$ cat src/rtl/pe_out_collector_if.sv
// Result-drain bundle between PE out_fifo lanes, the collector and the EKF consumer.
// Latency: none, this file only carries wires.
// Backpressure: res_rdy is driven by the consumer and res_val by the collector.
interface pe_out_collector_if #(
   parameter int X       = 3,
   parameter int Y       = 3,
   parameter int OUT_LEN = 8
);
   localparam int RW = (X > 1) ? $clog2(X) : 1;
   localparam int CW = (Y > 1) ? $clog2(Y) : 1;

   logic                   clear;
   logic [X-1:0]           out_rd_en;
   logic [X*OUT_LEN-1:0]   out_data;
   logic [OUT_LEN-1:0]     res_data;
   logic [RW-1:0]          res_row;
   logic [CW-1:0]          res_col;
   logic                   res_last;
   logic                   res_val;
   logic                   res_rdy;
   logic                   busy;
   logic                   overflow;
   logic                   collide;

   modport master (
      output clear, out_rd_en, out_data, res_rdy,
      input  res_data, res_row, res_col, res_last, res_val, busy, overflow, collide
   );

   modport slave (
      input  clear, out_rd_en, out_data, res_rdy,
      output res_data, res_row, res_col, res_last, res_val, busy, overflow, collide
   );
endinterface

$ cat src/rtl/pe_out_collector.sv
// Tags PE out_fifo results with row/col and funnels them through a circular buffer to one stream.
// Latency: strobe to res_val is RD_LAT+1 cycles on an empty buffer (no bypass path).
// Backpressure: res_rdy stalls the head; a capture into a full buffer without a pop is dropped and flagged.
module pe_out_collector #(
   parameter int X         = 3,
   parameter int Y         = 3,
   parameter int OUT_LEN   = 8,
   parameter int RD_LAT    = 1,
   parameter int BUF_DEPTH = 8
) (
   input logic              clk,
   input logic              sys_rst_n,
   pe_out_collector_if.slave bus
);
   localparam int RW = (X > 1) ? $clog2(X) : 1;
   localparam int CW = (Y > 1) ? $clog2(Y) : 1;
   localparam int AW = $clog2(BUF_DEPTH);
   localparam int PW = AW + 1;

   logic [X-1:0]         dly [RD_LAT];
   logic [X-1:0]         cap_en;
   logic [CW-1:0]        col_cnt [X];
   logic [OUT_LEN-1:0]   mem_data [BUF_DEPTH];
   logic [RW-1:0]        mem_row [BUF_DEPTH];
   logic [CW-1:0]        mem_col [BUF_DEPTH];
   logic [BUF_DEPTH-1:0] mem_last;
   logic [PW-1:0]        wr_ptr;
   logic [PW-1:0]        rd_ptr;
   logic                 empty;
   logic                 full;
   logic                 pop;
   logic                 push;
   logic                 cap_any;
   logic                 multi;
   logic                 dly_any;
   logic [OUT_LEN-1:0]   sel_data;
   logic [RW-1:0]        sel_row;
   logic [CW-1:0]        sel_col;
   logic                 sel_last;
   logic                 overflow_q;
   logic                 collide_q;

   // Strobes arrive RD_LAT cycles ahead of their data, so the oldest delay stage is the capture enable
   assign cap_en = dly[RD_LAT-1];

   // Pick the lowest strobed lane, detect multi-lane collisions, and summarise the delay line
   always_comb begin
      cap_any  = 1'b0;
      multi    = 1'b0;
      sel_data = '0;
      sel_row  = '0;
      sel_col  = '0;
      dly_any  = 1'b0;
      for (int j = X - 1; j >= 0; j--) begin
         if (cap_en[j]) begin
            multi    = multi | cap_any;
            cap_any  = 1'b1;
            sel_data = bus.out_data[j*OUT_LEN +: OUT_LEN];
            sel_row  = RW'(j);
            sel_col  = col_cnt[j];
         end
      end
      sel_last = (sel_row == RW'(X - 1)) && (sel_col == CW'(Y - 1));
      for (int k = 0; k < RD_LAT; k++) begin
         dly_any = dly_any | (|dly[k]);
      end
   end

   assign empty = (wr_ptr == rd_ptr);
   assign full  = (wr_ptr[AW] != rd_ptr[AW]) && (wr_ptr[AW-1:0] == rd_ptr[AW-1:0]);
   assign pop   = !empty && bus.res_rdy;
   // A full buffer still accepts a capture when the head leaves in the same cycle
   assign push  = cap_any && (!full || pop);

   // Delay line, per-lane column counters, buffer pointers and sticky flags; clear beats push/pop
   always_ff @(posedge clk or negedge sys_rst_n) begin
      if (!sys_rst_n) begin
         for (int k = 0; k < RD_LAT; k++) dly[k] <= '0;
         for (int j = 0; j < X; j++) col_cnt[j] <= '0;
         wr_ptr     <= '0;
         rd_ptr     <= '0;
         overflow_q <= 1'b0;
         collide_q  <= 1'b0;
      end else if (bus.clear) begin
         for (int k = 0; k < RD_LAT; k++) dly[k] <= '0;
         for (int j = 0; j < X; j++) col_cnt[j] <= '0;
         wr_ptr     <= '0;
         rd_ptr     <= '0;
         overflow_q <= 1'b0;
         collide_q  <= 1'b0;
      end else begin
         dly[0] <= bus.out_rd_en;
         for (int k = 1; k < RD_LAT; k++) dly[k] <= dly[k-1];
         // Every strobed lane advances its column, even the ones lost to a collision
         for (int j = 0; j < X; j++) begin
            if (cap_en[j]) begin
               col_cnt[j] <= (col_cnt[j] == CW'(Y - 1)) ? '0 : col_cnt[j] + CW'(1);
            end
         end
         if (push) wr_ptr <= wr_ptr + PW'(1);
         if (pop)  rd_ptr <= rd_ptr + PW'(1);
         if (cap_any && !push) overflow_q <= 1'b1;
         if (multi) collide_q <= 1'b1;
      end
   end

   // Buffer storage; slots are only visible once the write pointer has passed them
   always_ff @(posedge clk) begin
      if (push && !bus.clear) begin
         mem_data[wr_ptr[AW-1:0]] <= sel_data;
         mem_row[wr_ptr[AW-1:0]]  <= sel_row;
         mem_col[wr_ptr[AW-1:0]]  <= sel_col;
         mem_last[wr_ptr[AW-1:0]] <= sel_last;
      end
   end

   // Head entry straight from storage flops; forced to zero while empty so reset shows all zeros
   assign bus.res_val  = !empty;
   assign bus.res_data = empty ? '0 : mem_data[rd_ptr[AW-1:0]];
   assign bus.res_row  = empty ? '0 : mem_row[rd_ptr[AW-1:0]];
   assign bus.res_col  = empty ? '0 : mem_col[rd_ptr[AW-1:0]];
   assign bus.res_last = empty ? 1'b0 : mem_last[rd_ptr[AW-1:0]];
   assign bus.busy     = dly_any || !empty;
   assign bus.overflow = overflow_q;
   assign bus.collide  = collide_q;
endmodule

$ cat src/flat_wrapper.sv
// flat-port wrapper written by rule: the top's interface ports become plain ports
module pe_out_collector_flat 
#(
   parameter int X         = 3,
   parameter int Y         = 3,
   parameter int OUT_LEN   = 8,
   parameter int RD_LAT    = 1,
   parameter int BUF_DEPTH = 8
)
  (clk, sys_rst_n, bus_clear, bus_out_rd_en, bus_out_data, bus_res_rdy, bus_res_data, bus_res_row, bus_res_col, bus_res_last, bus_res_val, bus_busy, bus_overflow, bus_collide);
  pe_out_collector_if #(.X(X), .Y(Y), .OUT_LEN(OUT_LEN)) bus_i ();
  input logic clk;
  input logic sys_rst_n;
  input wire logic [$bits(bus_i.clear)-1:0] bus_clear;
  input wire logic [$bits(bus_i.out_rd_en)-1:0] bus_out_rd_en;
  input wire logic [$bits(bus_i.out_data)-1:0] bus_out_data;
  input wire logic [$bits(bus_i.res_rdy)-1:0] bus_res_rdy;
  output wire logic [$bits(bus_i.res_data)-1:0] bus_res_data;
  output wire logic [$bits(bus_i.res_row)-1:0] bus_res_row;
  output wire logic [$bits(bus_i.res_col)-1:0] bus_res_col;
  output wire logic [$bits(bus_i.res_last)-1:0] bus_res_last;
  output wire logic [$bits(bus_i.res_val)-1:0] bus_res_val;
  output wire logic [$bits(bus_i.busy)-1:0] bus_busy;
  output wire logic [$bits(bus_i.overflow)-1:0] bus_overflow;
  output wire logic [$bits(bus_i.collide)-1:0] bus_collide;
  assign bus_i.clear = bus_clear;
  assign bus_i.out_rd_en = bus_out_rd_en;
  assign bus_i.out_data = bus_out_data;
  assign bus_i.res_rdy = bus_res_rdy;
  assign bus_res_data = bus_i.res_data;
  assign bus_res_row = bus_i.res_row;
  assign bus_res_col = bus_i.res_col;
  assign bus_res_last = bus_i.res_last;
  assign bus_res_val = bus_i.res_val;
  assign bus_busy = bus_i.busy;
  assign bus_overflow = bus_i.overflow;
  assign bus_collide = bus_i.collide;
  pe_out_collector #(.X(X), .Y(Y), .OUT_LEN(OUT_LEN), .RD_LAT(RD_LAT), .BUF_DEPTH(BUF_DEPTH)) u_core (.clk(clk), .sys_rst_n(sys_rst_n), .bus(bus_i));
endmodule
$ cat config.mk
export PLATFORM = sky130hd
export DESIGN_NAME = pe_out_collector_flat
export DESIGN_NICKNAME = d
export VERILOG_FILES = /design/src/rtl/pe_out_collector_if.sv /design/src/rtl/pe_out_collector.sv /design/src/flat_wrapper.sv
export SDC_FILE = /design/constraint.sdc
export NUM_CORES = 1
export LEC_CHECK = 0
export CORE_UTILIZATION = 25
export DETAILED_ROUTE_END_ITERATION = 10
export PLACE_DENSITY = 0.45
export SKIP_CTS_REPAIR_TIMING = 1
export SLEW_MARGIN = 30
export SYNTH_ARGS = -nofsm -noshare
export SYNTH_HDL_FRONTEND = slang
export SYNTH_SLANG_ARGS = --single-unit
$ cat constraint.sdc
create_clock -name clk -period 2.4 [get_ports clk]
set_clock_uncertainty 0.1 [all_clocks]
set_input_delay 0.24 -clock clk [delete_from_list [all_inputs] [get_ports clk]]
set_output_delay 0.24 -clock clk [all_outputs]
set_load 0.005 [all_outputs]
==> results.md <==
Run status:
- The flow ran to the end, but the final reports show violations.
- The final reports fail on negative setup slack.

Power and ir drop:
- The analysis attributes to cell leakage a power of 2.62 nW.
- The power density of the placed cells is 1120 mW/mm^2.
- Across the VDD grid, the largest voltage drop is 0.467 mV.

GRT:
- The first global-routing pass estimated 18800 um of wire.
- The number of global-route vias before repair came to 3340.
- The initial antenna violation count is 0.
- For this run, the total global-route usage over all layers was measured as 0.118.
- Entering global routing, the biggest net connects 30 pins.
- The remaining global-route overflow is 0.

Floorplanning:
- The region available for standard cell placement spans 0.0204 mm^2.
- For this configuration, the core starts out at a cell density of 0.257.
- The overall die width is 147 um.
- The boundary pin count is 48.
- The count of standard-cell rows is 52.
- The floorplan step defined a die boundary enclosing 0.0215 mm^2.
- The y dimension of the die is 147 um.

Timing:
- The final number of hold-violating endpoints is 0.
- In the finished design, the share of the clock period the worst path needs comes to 1.05.
- The minimum period implied by the final worst setup slack is 2520 ps.
- The worst hold slack is 63.0 ps.
- Measured against its own limit, the worst slew margin works out to 0.598.
- For the pin with the worst max-slew slack, the measured transition is 601 ps.
- The final worst-path setup slack is -123 ps.
- Setup violations remaining at the end of the flow were counted as 11.
- The final count of pins violating max slew came to 0.
- The timing-limited maximum frequency is 396 MHz.
- Setup repair after global routing could not meet its margin everywhere.

Detailed routing:
- The initial DRC count is 183.
- The number of nets with antenna violations after detailed routing is 0.
- For this run, design rule violations remaining after detail routing come to 0.
- The routed layout has 3174 vias.
- The routed design has 12600 um of wire.
- The first detailed-routing pass took 5 iterations.
- Dividing the detail-routed via count by the number of cells gives 4.36.
- The detail-routed net length per standard cell is 17.3 um.

Yosys:
- The compound-gate portion of the synthesized area is 0.0481.
- The post-synthesis register bit count is 123.
- The number of enable flip-flop cells after synthesis is 104.
- After synthesis, the share of flip-flops with an asynchronous set or reset is 0.154.
- After synthesis, the share of cell area in mux cells is 0.145.
- The predominant post-synthesis flop cell is edfxtp_1.
- Synthesis produced 329 cells.
- The mapped cell area is 0.00523 mm^2.
- The number of nets in the synthesized netlist is 362.
- Of the total synthesized cell area, the portion taken by XOR and XNOR cells is 0.00838.
- Of the total synthesized cell area, the portion taken by full adders, half adders and majority gates is 0.00670.
- For this run, the register share of the synthesized area comes to 0.688.
- By area, the combinational part of the netlist is dominated by multiplexers.
- The Yosys step of the flow raised 0 warnings.
- Of the total synthesized cell area, the portion taken by AND, OR, NAND and NOR gates is 0.0818.
- Counting distinct cell types in the post-synthesis netlist gives 40.
- The average size of a mapped cell is 15.9 um^2.

Clock tree:
- Clock tree synthesis found a total of 123 sinks.
- The largest buffer count on any clock path is 2.
- TritonCTS created 17 clock buffers.
- TritonCTS built the clock tree.
- Clock-pin slew was measured on the worst setup and hold paths at 60 ps.
- CTS built an H-tree with a depth of 4.
- The clock insertion delay at the later pin of the skew report is 410 ps.
- The buffer cell driving the clock tree root is clkbuf_16.

Layout:
- Once layout is complete, the cells apart from fillers number 728.
- The count of inserted antenna diode cells is 0.
- The ratio of cells with drive above 1 in the final layout is 0.336.
- The area occupied by multi-input gates is 0.00159 mm^2.
- After filler insertion, the fill cell instance count of the layout stands at 1940.
- The sequential cell area is 0.00360 mm^2.
- The final net count is 479.
- From synthesis to final layout, the design area changed by 39.8%.

Worst setup path:
- STA classifies the critical path startpoint as a flop.
- Measured in cells, the most critical reg-to-reg path has a length of 6.
- Of all nets on the critical path, the largest fanout is 4.
- The endpoint type of the worst setup path is a primary output.
- Data on the critical path is required at its endpoint by 2060 ps.
- The worst setup path is of the reg2out kind.
- For the worst setup path, the data arrival time is 2180 ps.

Placed design:
- The final estimated routing congestion in global placement is 0.723.
- The HPWL after detailed placement is 7970 um.
- Counting tap cells, the placed design contains a total of 666 instances.
- Buffers placed on the I/O ports in this run total 47.

Min path:
- The class of the worst hold path is in2async.

Run:
- The tool flagged a number of max-cap violations equal to 0.
placed cells by master, fill, tap and decap left out, types with 2 or more instances in the layout:
master | Yosys | routed
edfxtp_1 | 104 | 104
buf_4 | 2 | 50
clkdlybuf4s50_1 | 0 | 32
nor2_1 | 35 | 30
mux4_2 | 26 | 26
nand2_1 | 22 | 22
clkbuf_16 | 0 | 20
dfrtp_1 | 19 | 18
mux2i_1 | 17 | 14
o21ai_0 | 11 | 11
buf_6 | 0 | 10
buf_12 | 0 | 10
a22oi_1 | 9 | 9
a21oi_1 | 7 | 7
nor2b_1 | 6 | 6
buf_2 | 6 | 6
inv_1 | 6 | 5
clkbuf_2 | 0 | 5
xor2_1 | 5 | 4
nor2_4 | 0 | 4
nand2b_1 | 4 | 4
or3_1 | 3 | 3
o211ai_1 | 3 | 3
nor3_1 | 5 | 3
nand3_1 | 3 | 3
nand3b_1 | 3 | 3
bufinv_16 | 0 | 3
clkinvlp_4 | 0 | 3
clkinv_1 | 0 | 3
mux2i_2 | 0 | 2
nor3_2 | 0 | 2
and3_1 | 2 | 2
ha_1 | 2 | 2
clkinv_2 | 0 | 2
dlymetal6s2s_1 | 0 | 2
per-stage QoR:
step	utilization	power [mW]	instance area (um^2)	TNS [ps]	setup slack, ps
global route	0.359	8.61	7310	-2060	-205
CTS	0.340	7.28	6920	-4310	-302
floorplan	-	3.68	5230	-7030	-271
detailed placement	0.311	4.76	6340	0	150
global placement	0.311	4.74	6340	0	153
finish	0.359	8.22	7310	-833	-123
cell type report:
cell class | count | area share
well taps | 270 | 0.0462
clock inverters | 13 | 0.0207
flip-flops and latches | 123 | 0.493
inverters | 6 | 0.00308
multi-input cells | 179 | 0.217
clock buffers | 18 | 0.0587
repair buffers | 119 | 0.161
cells by family after synthesis:
kind of cell	after synthesis
flip-flops	123
AND/OR/NAND/NOR	90
multiplexers	43
AO/OA/AOI/OAI	38
buffers and inverters	27
XOR/XNOR	5
adder cells (fa/ha/maj)	3
cell usage after synthesis, drive strengths merged, types with 2 or more instances:
library cell,number,area (um^2)
o21ai,11,55.1
o211ai,3,22.5
buf,10,52.6
clkbuf,11,41.3
dfrtp,19,475
inv,6,22.5
nand3b,3,22.5
ha,2,25.0
nand2,22,82.6
or3,4,30.0
xor2,5,43.8
nor2,35,131
nand2b,4,25.0
and3,2,12.5
nor3,5,25.0
nor2b,6,37.5
a22oi,9,67.6
mux2i,17,170
mux4,26,586
a21oi,7,35.0
edfxtp,104,3120
nand3,3,15.0
power breakdown:
group / total (mW) / leakage (nW) / switching, mW / internal, mW
Combinational: 3.16 / 1.13 / 1.30 / 1.86
Sequential: 2.56 / 1.21 / 0.0644 / 2.49
Clock: 2.51 / 0.275 / 0.895 / 1.61
Total: 8.22 / 2.62 / 2.26 / 5.96
routing by layer:
metal,share of wire,GRT usage,wire (um)
met5,0,0,0
met4,0.011,0.0375,134
met3,0.038,0.0416,476
met2,0.50,0.193,6330
met1,0.45,0.146,5660
path summary, 6_finish.rpt:
path                                            startpoint                         endpoint  slack [ps]
setup / recovery              u_core.rd_ptr[0]$_DFFE_PN0P_                  bus_res_data[2]        -120
hold / removal                                   sys_rst_n    u_core.col_cnt[3]$_DFFE_PN0P_          60
setup reg to reg              u_core.rd_ptr[0]$_DFFE_PN0P_  u_core.mem_data[3][6]$_DFFE_PP_         110
hold reg to reg            u_core.bus.overflow$_DFFE_PN0P_  u_core.bus.overflow$_DFFE_PN0P_         400
max in group asynchronous                        sys_rst_n     u_core.rd_ptr[0]$_DFFE_PN0P_        1910
min in group clk                          bus_out_rd_en[0]       u_core.cap_en[0]$_DFF_PN0_         280
worst max-delay path, stage by stage, from the launching register on:
cell and delay (ps):
dfrtp_2 440, xor2_2 160, or3_4 410, nor2_4 220, clkbuf_16 170, buf_6 100, buf_6 110, nor2_1 50
clkbuf_2 110
flip-flops by register name (all words and copies together), names as in the netlist:
name / cells
u_core.bus.collide: 1
u_core.bus.overflow: 1
u_core.cap_en: 3
u_core.col_cnt: 6
u_core.mem_col: 16
u_core.mem_data: 64
u_core.mem_last: 8
u_core.mem_row: 16
u_core.rd_ptr: 4
u_core.wr_ptr: 4
(Power assumes the default switching activity.)
==> RTL change (same flow settings) <==
`BUF_DEPTH` is set to 8 in 2 places; all go to 16.
--- a/src/rtl/pe_out_collector.sv
+++ b/src/rtl/pe_out_collector.sv
@@ -8,3 +8,3 @@
    parameter int RD_LAT    = 1,
-   parameter int BUF_DEPTH = 8
+   parameter int BUF_DEPTH = 16
 ) (
--- a/src/flat_wrapper.sv
+++ b/src/flat_wrapper.sv
@@ -7,3 +7,3 @@
    parameter int RD_LAT    = 1,
-   parameter int BUF_DEPTH = 8
+   parameter int BUF_DEPTH = 16
 )
Check against the original RTL: no difference found for any inputs over 4 cycles, from zero or initial values and one cycle with sys_rst_n low; that may be too few to reach the edited logic, so the function may still have changed.
==> RTL change against the unedited design <==
  * The run ends with negative hold slack, negative setup slack left
  * Area after synthesis increased by 77%
  * Via count grew 60%
  * Power is 28% higher
  * Design area up 67%
  * Maximum frequency decreased by 5.4%
  * Wire length is 84% higher
  * Worst setup slack got worse by 0.15 ns
  * Register-to-register slack better by 0.03 ns
  * Hold slack worse by 0.080 ns
  * Clock power rose by 44%
  * Sequential cell count is 106 higher
==> RTL change: results (changes against the unedited design) <==
[status]
outcome=complete, but fails checks
violations=negative hold slack, negative setup slack

[clocking]
cts_root_buf=sky130_fd_sc_hd__clkbuf_16
clk_latency_ns=0.51  ; +0.10 ns
clock_tree.htree_level_count=1  ; -3
clock_path_buffers=3  ; +1
tritoncts.num_buffers=24  ; +7
cts.reportedPaths.clkPinSlew_ns=0.06  ; about the same

[power_and_ir_drop]
leakage_nw=4.03  ; +54%
irDropWorstVdd_mv=0.575  ; +23%

[sta]
finalSetupViolations=14  ; +3
hold-worst-slack_ns=-0.0170  ; -0.0800 ns
timing_hold_violations_final=19  ; +19
timing_max_transition_violations_final=0  ; unchanged
final_critical_path_setup_slack_ns=-0.268  ; -0.145 ns
timing_worst_slew_pin_value_ns=0.627  ; +0.0261 ns

[detailed_routing]
drt_pass1_iterations=4  ; -1
routedWlPerCell_um=20.7  ; +20%
drt_first_iter_violations=240  ; +31%
avgViaCountPerCell=4.54  ; +4.0%

[critical_path]
cp_slowest_cell=sky130_fd_sc_hd__dfrtp_4
worstPathArrival_ns=2.33  ; +0.15 ns
max_stage_delay_ns=0.50  ; +0.06 ns
crit_family=buffers and inverters
critPathMaxFanout=6  ; +2

[final_layout]
drive_above_1_share=0.373  ; +0.0370
number_of_fillers_in_the_final_layout=3489  ; +80%
largest_register_ff_count=128  ; +100%
insertedDiodeCount=0  ; unchanged
final_nets=671  ; +40%

[global_route]
track_usage=0.121  ; +0.00243
grt_antenna_before_repair=0  ; unchanged
grt_first_pass_wirelength_um=34000  ; +81%
pin_count_of_the_biggest_net_entering_global_routing=26  ; -13%
number_of_global_route_vias_before_repair=5414  ; +62%

[synthesis]
distinct_cell_type_count_after_synthesis=37  ; -7.5%
yosys-top-cells-area=sky130_fd_sc_hd__edfxtp_1 (68%), sky130_fd_sc_hd__mux4_2 (13%), sky130_fd_sc_hd__dfrtp_1 (5.7%)
ffs_w_async_s_r_synth=0.0917  ; -0.0628
yosys_warnings=0  ; unchanged
sequential_share_of_the_synthesized_area=0.734  ; +0.0455
synth_fp_nets=539  ; +49%
synth-main-ff-cell=sky130_fd_sc_hd__edfxtp_1
synth_top_cells_by_count=sky130_fd_sc_hd__edfxtp_1 (208), sky130_fd_sc_hd__mux4_2 (52), sky130_fd_sc_hd__a22oi_1 (34), sky130_fd_sc_hd__nor2_1 (34), sky130_fd_sc_hd__a21oi_1 (25)
synth-edff-count=208  ; +100%

[place]
dpl_cell_area_um2=11000  ; +73%
placement.io_buffers=47  ; unchanged
gpl.final_weighted_congestion=0.732  ; +1.3%
place_hpwl_um=14900  ; +87%
worst_slack_placed_ns=-0.118  ; -0.268 ns

[hold_path]
worst_hold_path_type=in -> async

-- RTL change: cell types whose count changed in the layout (fill, tap and decap cells not counted), sizes merged, moves of 6 or more --
cell	before	now
buf	77	95
clkbuf	26	34
xnor2	0	7
edfxtp	104	208
mux2i	17	3
mux4	26	52
a21oi	7	27
clkinv	6	12
a22oi	9	34
-- RTL change: worst register-to-register path, stage by stage (launching register included) --
cell                       delay [ns]
sky130_fd_sc_hd__dfrtp_4         0.50
sky130_fd_sc_hd__buf_12          0.16
sky130_fd_sc_hd__xor2_4          0.18
sky130_fd_sc_hd__nor4_4          0.05
sky130_fd_sc_hd__buf_4           0.18
sky130_fd_sc_hd__a21oi_4         0.17
sky130_fd_sc_hd__nand3b_1        0.22
sky130_fd_sc_hd__nor2_2          0.21
sky130_fd_sc_hd__buf_12          0.18
-- RTL change: final cells by class --
class / instances / area [um2] / share of cell area
flip-flops and latches: 229 / 6780 / 0.557
multi-input cells: 237 / 2520 / 0.207
repair buffers: 137 / 1490 / 0.122
clock buffers: 27 / 612 / 0.0503
well taps: 468 / 586 / 0.0481
clock inverters: 15 / 156 / 0.0129
inverters: 6 / 22.5 / 0.00185
-- RTL change: metrics by stage --
stage               setup TNS [ns]  cells  power [mW]
finish                       -2.60   1119        10.5
global route                 -3.54   1119        10.9
CTS                          -9.06   1100        10.2
detailed placement          -0.694   1058        6.52
global placement            -0.584   1058        6.49
floorplan                    -8.67    503        5.62
-- RTL change: power by group --
group / switching, mW / internal [mW] / total (mW)
sequential: 0.0410 / 4.44 / 4.48
combinational: 1.06 / 1.32 / 2.38
clock: 1.48 / 2.15 / 3.62
-- RTL change: path summary, 6_finish.rpt --
path,startpoint,end,slack (ns),cells after the start
max,u_core.rd_ptr[0],bus_res_data[1],-0.27,7
min in group clk,bus_out_rd_en[1],u_core.cap_en[1],0.19,2
min,sys_rst_n,u_core.rd_ptr[3],-0.02,2
min reg2reg,u_core.bus.collide,u_core.bus.collide,0.42,2
max in group asynchronous,sys_rst_n,u_core.rd_ptr[0],1.97,2
max reg2reg,u_core.rd_ptr[0],u_core.mem_data[9][6],0.14,8
-- RTL change: cell families (layout without fill, tap and decap cells) --
logic type / count (synthesis) / after routing / synth area share
adder cells (fa/ha/maj): 6 / 6 / 0.00786
multiplexers: 56 / 56 / 0.131
XOR/XNOR: 11 / 11 / 0.0104
AO/OA/AOI/OAI: 75 / 75 / 0.0514
flip-flops: 229 / 229 / 0.734
AND/OR/NAND/NOR: 89 / 89 / 0.0466
buffers and inverters: 37 / 185 / 0.0186
-- RTL change: routing by layer --
layer  GRT usage  share of wire  wire (um)  vias to the layer above
met1       0.163           0.45      10400                     2659
met3      0.0204          0.045       1040                       39
li1            -              -          -                     2270
met2       0.202           0.49      11300                      107
met5           0              0          0                        -
met4      0.0300          0.022        517                        0
